$ cat src/rtl/mem_access_ctrl.sv
// mem_access_ctrl: load/store initiator for a word-only data memory; sub-word stores use read-modify-write.
// Optional feature: define MAC_ALIGN_CHECK_EN to report misaligned requests through err.
module mem_access_ctrl #(
  parameter logic [31:0] INIT_RDATA = 32'h0000_0000
) (
  input  logic        clk,
  input  logic        reset,
  input  logic        req,
  input  logic        we,
  input  logic [1:0]  size,
  input  logic        sext,
  input  logic [31:0] addr,
  input  logic [31:0] wdata,
  input  logic [31:0] pc,
  output logic        ready,
  output logic        done,
  output logic [31:0] rdata,
  output logic        err,
  output logic        dm_we,
  output logic [31:0] dm_addr,
  output logic [31:0] dm_wd,
  output logic [31:0] dm_pc,
  input  logic [31:0] dm_rd
);
  typedef enum logic [1:0] {IDLE, ACCESS, WRITE} state_t;
  state_t state, state_nx;
  logic        r_we, r_sext, fin, accept, mis;
  logic [1:0]  r_size;
  logic [31:0] a, a_in, r_wdata, r_pc, merge;
  logic        is_word, is_half, sub_store;
  logic [4:0]  sh;
  logic [31:0] shifted, load_val, mask, ins, merged;
  logic [15:0] half16;
  logic [7:0]  byte8;
  assign accept = req & ready;
`ifdef MAC_ALIGN_CHECK_EN
  assign mis  = (size == 2'd1 & addr[0]) | (size[1] & |addr[1:0]);
  assign a_in = addr;
`else
  // Without the check, misaligned addresses are forced down to natural alignment.
  assign mis  = 1'b0;
  assign a_in = size[1] ? {addr[31:2], 2'b00} : size[0] ? {addr[31:1], 1'b0} : addr;
`endif
  // Size 3 is reserved and behaves as a word.
  assign is_word   = r_size[1];
  assign is_half   = r_size == 2'd1;
  assign sub_store = r_we & ~is_word;
  assign sh        = {a[1:0], 3'b000};
  assign shifted   = dm_rd >> sh;
  assign byte8     = shifted[7:0];
  assign half16    = a[1] ? dm_rd[31:16] : dm_rd[15:0];
  assign load_val  = is_word ? dm_rd :
                     is_half ? {{16{r_sext & half16[15]}}, half16} :
                               {{24{r_sext & byte8[7]}}, byte8};
  assign mask      = is_half ? (a[1] ? 32'hFFFF_0000 : 32'h0000_FFFF) : (32'h0000_00FF << sh);
  assign ins       = is_half ? {r_wdata[15:0], r_wdata[15:0]} : ({24'h0, r_wdata[7:0]} << sh);
  assign merged    = (dm_rd & ~mask) | (ins & mask);
  assign ready     = state == IDLE;
  assign dm_addr   = a;
  assign dm_pc     = r_pc;
  // Next-state and memory-side decode; dm_we depends on state so it drops with reset.
  always_comb begin
    state_nx = state;
    dm_we    = 1'b0;
    dm_wd    = r_wdata;
    fin      = 1'b0;
    case (state)
      IDLE:    state_nx = (accept & ~mis) ? ACCESS : IDLE;
      ACCESS: begin
        state_nx = sub_store ? WRITE : IDLE;
        dm_we    = r_we & is_word;
        fin      = ~sub_store;
      end
      WRITE: begin
        state_nx = IDLE;
        dm_we    = 1'b1;
        dm_wd    = merge;
        fin      = 1'b1;
      end
      default: state_nx = IDLE;
    endcase
  end
  // State register.
  always_ff @(posedge clk or negedge reset)
    if (!reset) state <= IDLE;
    else        state <= state_nx;
  // Request registers, captured only on acceptance.
  always_ff @(posedge clk or negedge reset)
    if (!reset) begin
      r_we    <= 1'b0;
      r_sext  <= 1'b0;
      r_size  <= 2'd0;
      a       <= 32'h0;
      r_wdata <= 32'h0;
      r_pc    <= 32'h0;
    end else if (accept) begin
      r_we    <= we;
      r_sext  <= sext;
      r_size  <= size;
      a       <= a_in;
      r_wdata <= wdata;
      r_pc    <= pc;
    end
  // Merge register holds the read-modified word between the read and write cycles.
  always_ff @(posedge clk or negedge reset)
    if (!reset)                              merge <= 32'h0;
    else if (state == ACCESS && sub_store)   merge <= merged;
  // Completion outputs: done/err pulse for one cycle, rdata holds until the next completion.
  always_ff @(posedge clk or negedge reset)
    if (!reset) begin
      done  <= 1'b0;
      err   <= 1'b0;
      rdata <= INIT_RDATA;
    end else begin
      done  <= fin | (accept & mis);
      err   <= accept & mis;
      rdata <= (accept & mis) ? 32'h0 : (state == ACCESS && !r_we) ? load_val : rdata;
    end
endmodule

$ cat config.mk
export PLATFORM = sky130hd
export DESIGN_NAME = mem_access_ctrl
export DESIGN_NICKNAME = d
export VERILOG_FILES = /design/src/rtl/mem_access_ctrl.sv
export SDC_FILE = /design/constraint.sdc
export NUM_CORES = 1
export LEC_CHECK = 0
export BUFFER_PORTS_ARGS = -buffer_cell sky130_fd_sc_hd__buf_2
export CAP_MARGIN = 20
export CORE_MARGIN = 10
export CORE_UTILIZATION = 33
export DETAILED_ROUTE_END_ITERATION = 8
export PLACE_DENSITY = 0.54
export SYNTH_ARGS = -nofsm -noshare
export SYNTH_HDL_FRONTEND = slang
export SYNTH_SLANG_ARGS = --single-unit
$ cat constraint.sdc
create_clock -name clk -period 4.4 [get_ports clk]
set_clock_uncertainty 0.15 [all_clocks]
set_input_delay 0.22 -clock clk [delete_from_list [all_inputs] [get_ports clk]]
set_output_delay 0.22 -clock clk [all_outputs]
set_load 0.05 [all_outputs]
==> results of run 1 <==
critical path, stage by stage, from the launching register on:
cell and delay, ns:
sky130_fd_sc_hd__dfrtp_1 0.38, sky130_fd_sc_hd__inv_1 0.10, sky130_fd_sc_hd__ha_1 0.23, sky130_fd_sc_hd__nor3b_4 0.71
sky130_fd_sc_hd__nand4_1 0.74, sky130_fd_sc_hd__nand3_1 0.26
synthesized netlist by cell type (10+ instances only):
cell	number	area [um^2]
sky130_fd_sc_hd__a21oi_1	23	115
sky130_fd_sc_hd__nand2_1	70	263
sky130_fd_sc_hd__nand2b_1	13	81.3
sky130_fd_sc_hd__mux2_2	131	1480
sky130_fd_sc_hd__o2bb2ai_1	14	123
sky130_fd_sc_hd__clkbuf_1	21	78.8
sky130_fd_sc_hd__nand3_1	29	145
sky130_fd_sc_hd__dfrtp_1	167	4180
sky130_fd_sc_hd__nand3b_1	10	75.1
sky130_fd_sc_hd__mux2i_1	32	320
sky130_fd_sc_hd__buf_2	17	85.1
sky130_fd_sc_hd__o21ai_0	42	210
registers in the layout, indices dropped and copies added (netlist names):
signal and flops:
merge 32, dm_pc 32, r_size 2, r_we 1
state 2, r_sext 1, rdata 32, dm_addr 32
r_wdata 32, done 1
stage by stage:
stage | utilization | power, mW | cell area [um^2]
2_1_floorplan | - | 4.46 | 7680
3_3_place_gp | 0.408 | 5.25 | 9290
3_5_place_dp | 0.408 | 5.28 | 9290
4_1_cts | 0.484 | 6.83 | 11000
5_1_grt | 0.484 | 7.13 | 11000
6_report | 0.484 | 6.74 | 11000
area by class of cell:
type / instances / share of cell area
flip-flops and latches: 167 / 0.379
multi-input cells: 416 / 0.295
repair buffers: 398 / 0.239
clock buffers: 17 / 0.0386
well taps: 313 / 0.0355
clock inverters: 13 / 0.0104
inverters: 7 / 0.00238
diodes: 1 / 0.000227
power breakdown:
part	internal (mW)	switching [mW]
clock network	0.734	0.682
logic	0.873	2.08
registers	2.04	0.331
cells by family (layout without fill, tap and decap cells):
family          Yosys count  count (layout)  share of synthesized area
flops                   167             167                      0.544
mux                     163             163                      0.234
simple gates            136             136                     0.0865
compound gates          112             112                     0.0964
buf+inv                  54             435                     0.0321
fa+ha+maj                 4               4                    0.00652
other cells               1               2                   0.000488
timing repair:
action | 4_1_cts | 5_1_grt
hold endpoints to repair | 214 | 0
hold buffers | 120 | 0
setup buffers | 0 | 0
resized for setup | 0 | 0
worst paths after layout:
check | from | to | slack (ns)
worst max-delay path | state[1] | rdata[21] | 1.75
worst min-delay path | dm_rd[31] | rdata[31] | 0.01
worst max register to register | state[1] | rdata[21] | 1.75
worst min register to register | merge[2] | merge[2] | 0.33
max in group asynchronous | reset | dm_addr[4] | 2.77
min in group asynchronous | reset | rdata[10] | 0.25
per-layer routing:
layer  GRT usage  vias to the layer above
met5           0                        -
met4      0.0573                        0
met3      0.0647                       32
met2       0.273                      256
met1       0.225                     3082
li1            -                     3024
==> summary.md, run 1 <==
The critical path is of the flop to flop type. The tools report the number of global-route vias before repair as 7,124. Across the whole layout, storage elements account for 4180 um^2. For the worst flop-to-flop path, the logic depth is 5. The count of buffers added on input and output ports is 265. After layout, the worst setup slack is 1.75 ns. The core box area was 22,800 um^2; the latest clock arrival within the worst-skew pair was 0.43 ns. The flow ran to the end, and the final reports show no timing, DRC or antenna violations.

The share of final-layout standard cells stronger than drive strength 1 works out to 0.438. The wire length of the first global-routing pass came out at 42.2 mm. The floorplan step set the die width to 173 um.

Along the worst path, the maximum fanout reaches 19. The level count of the clock H-tree is 4. The tree is rooted in a sky130_fd_sc_hd__clkbuf_16.

The floorplan step defined a die boundary enclosing 29,800 um^2. The routed design uses 2.17 mm of met3 wire. Across all layers, the routed design uses 6,394 vias. Startpoint kind of the worst setup timing path: a flop. The first detailed-routing pass ran for 4 iterations.

The ratio of routed vias to standard cells works out to 4.80. TritonCTS built the clock tree. The cell area that synthesis handed to floorplanning was 7680 um^2. The analysis attributes to cell leakage a power of 5.19 nW. Timing analysis after detailed placement gives a worst setup slack of 1.72 ns. Setup repair after global routing left no endpoint under its margin. Among all flip-flop cells after synthesis, the most frequent one is sky130_fd_sc_hd__dfrtp_1. The worst-case IR drop observed on VDD is 0.000331 V. Maximum number of pins on one net before global-route repair: 91. The number of synthesis warnings is 0. The cell count of the worst hold path was 3; the number of rows created at floorplan was 55. The mean instance size in the synthesized netlist was 12.1 um^2; the post-CTS clock slew at the launch and capture registers of the worst setup and hold paths was 0.07 ns. The run gives 3260 um^2 as the multi-input gate area in the final layout.

The layout has 2,096 filler cells. The violation count after the first detailed-route iteration came out at 352. The number of nets in the synthesized netlist is 776. The cell count after synthesis came out at 637.

The die is 173 um tall. The final number of hold-violating endpoints came out at 0. The max-slew violation total from the final report came out at 0. At the end of routability-driven placement, the weighted congestion stood at 0.825. The highest metal layer carrying signal wires in the routed design is met4. Once layout is complete, the cells apart from fillers number 1,332. The initial antenna violation count was 1. Setup violations remaining at the end of the flow were counted as 0. Data on the critical path arrives at its endpoint at 2.85 ns. Based on the critical path, the design can be clocked at up to 0.377 GHz. The detail route stage leaves a number of antenna-violating nets equal to 0. The run gives 4.59 ns as the required time of the critical path.

For this design, the sink count on the clock tree is 167. For the wire length on met1, the log shows 11.8 mm. After detailed routing, the total wire length is 26.5 mm. Counting flops and latches in the post-synthesis netlist gives 167. Counting flops with a built-in enable in the synthesized netlist gives 0.

The half-perimeter wire length after detailed placement was 19.0 mm. For the pin with the worst max-slew slack, the measured transition is 0.867 ns. Relative to the synthesized area, the layout overhead comes to 43.6%.

In the final routed layout, each cell accounts on average for 19.9 um. The number of distinct library cells after synthesis is 34. The run gives 0.177 as the overall global routing resource usage.

The final period utilization works out to 0.603. In this run the power density over the cells is 611 nW/um^2. In the detailed route, the total length drawn on met2 is 12.0 mm. The final hold slack came out at 0.0104 ns. In the routed design, unresolved DRC markers number 0.

The number of CTS-inserted buffers was 17; the number of maximum-capacitance constraint violations was 0. The tools report the endpoint kind of the worst setup timing path as a flop. Global routing finished with a remaining overflow of 0.

Leaving out fill and tap cells, the most frequent cells in the layout are sky130_fd_sc_hd__buf_2, sky130_fd_sc_hd__dfrtp_1, sky130_fd_sc_hd__mux2_2. The run gives 1,181 as the number of cells in the design after placement. For the number of nets in the finished design, the log shows 1,146.

In the final timing run, aggregate negative setup slack is 0 ns. The library cell used most frequently in the layout, excluding fill and tap cells, is sky130_fd_sc_hd__buf_2. The clock passes through at most 2 buffers. For the post-synthesis sequential area ratio, the log shows 0.544.

For this design the top-level I/O count stands at 267. The class of the tightest hold or removal check is input pin to flop. For the initial cell density of the core, the log shows 0.337. Worst slew margin relative to its limit: 0.422. The shortest clock period the worst path allows after layout came out at 2.65 ns. The proportion of register bits with asynchronous set or reset after synthesis is 1.00.
Power figures use the tool's default switching activity.
==> run 2: changes to the inputs <==
- PLACE_DENSITY: 0.54 -> 0.56
- clock period: 4.4 -> 2.37 ns (I/O delays scaled with it)
==> summary.md, run 2 (same netlist as run 1, synthesis figures left out) <==
The flow ran to the end, and the final reports show no timing, DRC or antenna violations. The delay of the slowest cell on the worst path was 0.40 ns (-0.34 ns); the total vias in the final route was 6,499 (+1.6%). The latest clock arrival within the worst-skew pair was 0.43 ns (about the same). The post-CTS resize count is 0 (unchanged). The endpoint kind of the worst setup timing path is an output port. The multi-input gate area in the final layout is 3260 um^2 (unchanged). The tools report the number of maximum-capacitance constraint violations as 0 (unchanged). The total negative slack for setup checks came out at 0 ns (unchanged). The most common library cell in the layout ignoring fill and taps is sky130_fd_sc_hd__buf_2. The count of input and output buffers was 265 (unchanged). The tools report the number of sinks on the clock net as 167 (unchanged). The tools report the DRC violations left as 0 (unchanged). The horizontal die dimension works out to 173 um (unchanged).

Counting I/O delays and the setup requirement, the final critical path takes 2.22 ns. The half-perimeter wire length after detailed placement is 19.4 mm (+2.2%). Detailed-route wire length: 26.6 mm (+0.12%). The post-CTS repair timing setup buffer count was 0 (unchanged).

The run gives 5.37 nW (+3.4%) as the leakage power. The worst slew margin relative to its limit is 0.523 (+0.101), and the ratio of routed vias to standard cells is 4.80 (about the same). Total die area: 29,800 um^2 (unchanged). In this run the worst hold path is classified as input pin to asynchronous set/reset pin.

The total of hold buffers inserted after clock tree synthesis is 133 (+11%), and the initial antenna violation count is 1 (unchanged). The logs give 1,167 (+1.8%) for the number of nets in the finished design and 0 (unchanged) for the total of endpoints with negative setup slack in the final report. The number of CTS-inserted buffers was 17 (unchanged); the global placer's final weighted congestion was 0.854 (+3.5%). The final number of hold-violating endpoints was 0 (unchanged); the post-CTS clock slew at the launch and capture registers of the worst setup and hold paths was 0.07 ns (about the same). For the data arrival time of the critical path, the log shows 1.95 ns (-0.90 ns). The maximum fanout encountered on the critical timing path came out at 34 (+15). The number of nets still failing antenna checks after routing was 0 (unchanged). Setup repair after global routing left no endpoint under its margin. By startpoint and endpoint, the worst setup path is classified as flop to output port. The number of iterations in the first detailed-routing pass is 5 (+1).

The number of buffers on the longest clock path was 2 (unchanged); the initial cell density of the core was 0.337 (unchanged). The total cell area at the placement stage is 9430 um^2 (+1.6%). Static timing analysis puts the maximum clock frequency at 0.451 GHz.

The logs give 4 (unchanged) for the level count of the clock H-tree and 0.175 (-0.00233) for the overall global routing resource usage. The tools report the max-slew violation total from the final report as 0 (unchanged). The tools report the total area of sequential cells as 4180 um^2 (unchanged). The cell chosen for the clock root is sky130_fd_sc_hd__clkbuf_16. Final hold slack: 0.0924 ns (+0.0820 ns). The vertical extent of the die was 173 um (unchanged). Final instance area: 11,400 um^2 (+3.4%). The top cell types in the final layout, fill and taps aside, are sky130_fd_sc_hd__buf_2, sky130_fd_sc_hd__dfrtp_1, sky130_fd_sc_hd__dlygate4sd3_1. TritonCTS built the clock tree. Final period utilization: 0.936.

The routed length per instance came out at 19.6 um (-1.6%). The core box area was 22,800 um^2 (unchanged). The signal on the critical path passes through inv_1 -> ha_1 -> buf_12 -> mux2_2 -> buf_2. The worst setup path is launched from a flop. The number of rows created at floorplan was 55 (unchanged). For the total overflow reported by the global router, the log shows 0 (unchanged). The tools report the maximum number of pins on one net before global-route repair as 66 (-27%). The worst voltage drop across the vdd grid is 0.000709 V (+110%).

The measured slew at the worst slew-check pin was 0.715 ns (-0.151 ns). The share of final-layout standard cells stronger than drive strength 1 is 0.438 (about the same), and the fill cell total of the finished layout is 2,109 (+0.62%). The run gives 7,066 (-0.81%) as the number of global-route vias before repair. The area growth from synthesis to layout is 48.5%. The power per cell area is 1140 nW/um^2 (+87%), and the count of pins on the block boundary is 267 (unchanged).

The required time of the critical path came out at 2.10 ns (-2.49 ns). The critical-path cell with the highest stage delay was sky130_fd_sc_hd__dfrtp_1. The wire length of the first global-routing pass is 41.7 mm (-1.1%).

The violation count after the first detailed-route iteration is 363 (+3.1%).
==> run 2: per-layer routing <==
metal,track usage,vias up,share of wire
met3,0.0606,33,0.075
met5,0,-,0
met1,0.217,3155,0.43
met2,0.281,234,0.48
met4,0.0486,0,0.017
li1,-,3077,-
==> run 2: path summary, 6_finish.rpt <==
kind                            startpoint     endpoint  slack (ns)  cells past startpoint
worst max-delay path              state[0]     dm_wd[5]        0.15                      5
worst min-delay path                 reset    rdata[11]        0.09                      2
worst max register to register    state[1]   dm_addr[0]        0.17                      7
worst min register to register    merge[7]     merge[7]        0.33                      2
max in group asynchronous            reset  dm_addr[21]        1.34                      3
min in group clk                       req     state[0]        0.11                      3
==> run 2: power breakdown <==
| part | leakage, nW | internal (mW) | switching, mW |
|---|---|---|---|
| clock | 0.313 | 1.80 | 1.26 |
| sequential | 1.99 | 3.78 | 0.589 |
| combinational | 3.07 | 1.68 | 3.89 |
==> run 2: worst max-delay path: cells and delay by family, from the launching register on <==
family	cells	cell delay (ns)
buf+inv	3	0.53
mux	1	0.39
fa+ha+maj	1	0.19
flops	1	0.40
==> run 2: cell type report <==
| cell class | instances | share of cell area |
|---|---|---|
| antenna | 1 | 0.000219 |
| clock buffer | 17 | 0.0373 |
| clock inverter | 15 | 0.0186 |
| inverter | 7 | 0.00230 |
| multi-input combinational | 416 | 0.286 |
| sequential | 167 | 0.366 |
| tap | 313 | 0.0343 |
| timing repair buffer | 419 | 0.255 |
==> run 2: stage by stage <==
step                      setup WS (ns)   util  instances  power, mW
after detailed placement          0.349  0.414       1189       9.85
after global routing             0.0467  0.501       1355       13.7
after global placement            0.396  0.414       1189       9.79
after floorplan                  0.0588      -        637       8.29
final                             0.151  0.501       1355       13.0
after CTS                         0.111  0.501       1354       13.1
==> run 3: changes to the inputs <==
- RECOVER_POWER: not set -> 100
==> summary.md, run 3 (same netlist as run 1, synthesis figures left out) <==
The flow ran to the end, but the final reports show violations. The checks that failed: capacitance limit, slew limit. The ratio of routed vias to standard cells is 4.78 (-0.25%), and the detailed-route wire length is 26.6 mm (+0.13%). The run gives 6,483 (-0.25%) as the total vias in the final route. The logs give 1 (+1) for the number of maximum-capacitance constraint violations and 4 (unchanged) for the level count of the clock H-tree.

The run gives 0.337 (unchanged) as the initial cell density of the core. The fraction of power consumed by sequential logic is 0.341 (+0.005), and the achievable frequency is 0.445 GHz (-1.3%). The path with the worst hold slack has its endpoint at r_wdata[14]. The top cell types in the final layout, fill and taps aside, are sky130_fd_sc_hd__dfrtp_1, sky130_fd_sc_hd__buf_2, sky130_fd_sc_hd__dlygate4sd3_1.

The signal on the critical path passes through inv_1 -> ha_1 -> buf_12 -> mux2_2 -> clkbuf_2. The horizontal die dimension came out at 173 um (unchanged). STA classifies the critical path endpoint as an output port. For the count of pins on the block boundary, the log shows 267 (unchanged). Leaving out fill and tap cells, the most frequent cell in the layout is sky130_fd_sc_hd__dfrtp_1.

The max-slew violation total from the final report is 58 (+58). The violation count after the first detailed-route iteration was 321 (-12%); the count of input and output buffers was 265 (unchanged). Global placer's final weighted congestion: 0.854 (unchanged). The measured slew at the worst slew-check pin came out at 1.64 ns (+0.930 ns). The number of buffers on the longest clock path is 2 (unchanged). The post-synthesis to final-layout area growth is 46.3%.

Minimum setup slack among reg-to-reg paths: 0.16 ns (about the same). The total of endpoints with negative setup slack in the final report was 0 (unchanged); the internal cell power was 7.09 mW (-2.4%). Core box area: 22,800 um^2 (unchanged).

TritonCTS built the clock tree. The shortest clock period the worst path allows after layout is 2.25 ns (+0.0283 ns), and the worst slew margin relative to its limit is -0.0967 (-0.620). The routed length per instance is 19.6 um (+0.13%). The vertical extent of the die came out at 173 um (unchanged). The number of CTS-inserted buffers is 17 (unchanged).

The power per cell area is 1140 nW/um^2 (+0.37%), and the DRC violations left is 0 (unchanged). The share of final-layout standard cells stronger than drive strength 1 is 0.342 (-0.0961). The maximum fanout encountered on the critical timing path works out to 34 (unchanged). The switching part of the total came out at 0.449 (+0.00715). Net load switching power: 5.77 mW (+0.44%). Count of non-filler cells in the finished layout: 1,355 (unchanged).

The critical path in this run is classified as flop to output port. Critical-path cell with the highest stage delay: sky130_fd_sc_hd__dfrtp_1. Setup repair after global routing left no endpoint under its margin. The run gives 0.175 (unchanged) as the overall global routing resource usage. The post-CTS clock slew at the launch and capture registers of the worst setup and hold paths was 0.07 ns (about the same). STA classifies the critical path startpoint as a flop. The tools report the combinational cell fraction of total power as 0.420 (-0.009). The final number of hold-violating endpoints was 0 (unchanged).

The tightest min-delay check is of the input pin to flop type. The run gives 7,066 (unchanged) as the number of global-route vias before repair. The number of rows created at floorplan is 55 (unchanged), and the post-CTS repair timing setup buffer count is 0 (unchanged).

The run gives 1.98 ns (+0.03 ns) as the data arrival time of the critical path. The number of iterations in the first detailed-routing pass was 5 (unchanged). The half-perimeter wire length after detailed placement was 19.4 mm (unchanged). The run gives 167 (unchanged) as the number of sinks on the clock net. The latest clock arrival within the worst-skew pair was 0.43 ns (about the same). The maximum number of pins on one net before global-route repair is 66 (unchanged).

The total die area is 29,800 um^2 (unchanged), and the number of cells traversed by the worst register-to-register path is 5 (-2). The delay of the slowest cell on the worst path was 0.40 ns (about the same); the share of total power in the clock network was 0.238 (+0.003). The number of nets in the finished design is 1,167 (unchanged). The startpoint identified for the worst register-to-register timing path is state[1]. The tools report the wire length of the first global-routing pass as 41.7 mm (unchanged). For the required time of the critical path, the log shows 2.10 ns (about the same). The tools report the initial antenna violation count as 1 (unchanged). The endpoint of the lowest-slack register-to-register path was dm_pc[21]. The logs give 0 (unchanged) for the number of nets still failing antenna checks after routing and 0.000664 V (-6.3%) for the worst voltage drop across the vdd grid. The leakage power was 5.07 nW (-5.5%); the final period utilization was 0.948 (+0.0119). The total negative slack for setup checks was 0 ns (unchanged).

Total overflow reported by the global router: 0 (unchanged). In this run the most critical hold path is launched from req. Cell count of the worst hold path: 3.

CTS placed an instance of sky130_fd_sc_hd__clkbuf_16 at the clock tree root. The number of cells in the design after placement was 1,189 (unchanged).
run 3: critical path, delay by kind of cell, from the launching register on:
kind / cells / cell delay (ns)
adder cells (fa/ha/maj): 1 / 0.19
buffers and inverters: 3 / 0.55
flip-flops: 1 / 0.40
multiplexers: 1 / 0.39
run 3: how the worst max path moves through the flow:
stage,start,end,slack (ns),depth (start not counted)
2_1_floorplan,state[0],dm_addr[10],0.06,7
3_3_place_gp,state[1],rdata[14],0.40,7
3_5_place_dp,state[1],rdata[12],0.35,7
4_1_cts,state[0],dm_wd[7],0.11,5
5_1_grt,r_size[0],merge[20],0.03,4
6_report,state[0],dm_wd[5],0.12,5
run 3: per-layer routing:
metal  global-route usage  up-vias  share of wire
li1                     -     3078              -
met1                0.217     3143           0.44
met2                0.281      231           0.48
met3               0.0606       31          0.071
met4               0.0486        0          0.015
met5                    0        -              0
run 3: final cells by class:
class,instances,area (um^2)
repair buffers,419,2750
fillers,2161,11500
clock buffers,17,425
well taps,313,392
inverters,7,26.3
diodes,1,2.50
flip-flops and latches,167,4180
multi-input cells,416,3250
clock inverters,15,213
run 3: through the flow:
step	total power, mW	setup slack (ns)	hold slack (ns)	util	cell area (um^2)
6_report	12.9	0.123	0.0788	0.493	11200
4_1_cts	13.1	0.111	0.105	0.501	11400
2_1_floorplan	8.29	0.0588	-0.327	-	7680
3_3_place_gp	9.79	0.396	0.00680	0.414	9430
3_5_place_dp	9.85	0.349	-0.00222	0.414	9430
5_1_grt	13.5	0.0269	0.0790	0.493	11200
run 3: repair_timing:
item / 4_1_cts / 5_1_grt
gates resized for setup: 0 / 0
endpoints found under the hold margin: 293 / 0
hold buffers: 133 / 0
run 3: power groups by stage:
stage | combinational, mW | clock [mW] | sequential, mW
after global routing | 5.74 | 3.24 | 4.51
after CTS | 5.63 | 3.14 | 4.37
after global placement | 5.40 | 0 | 4.39
after detailed placement | 5.44 | 0 | 4.41
after floorplan | 2.18 | 0 | 6.10
final | 5.40 | 3.06 | 4.39
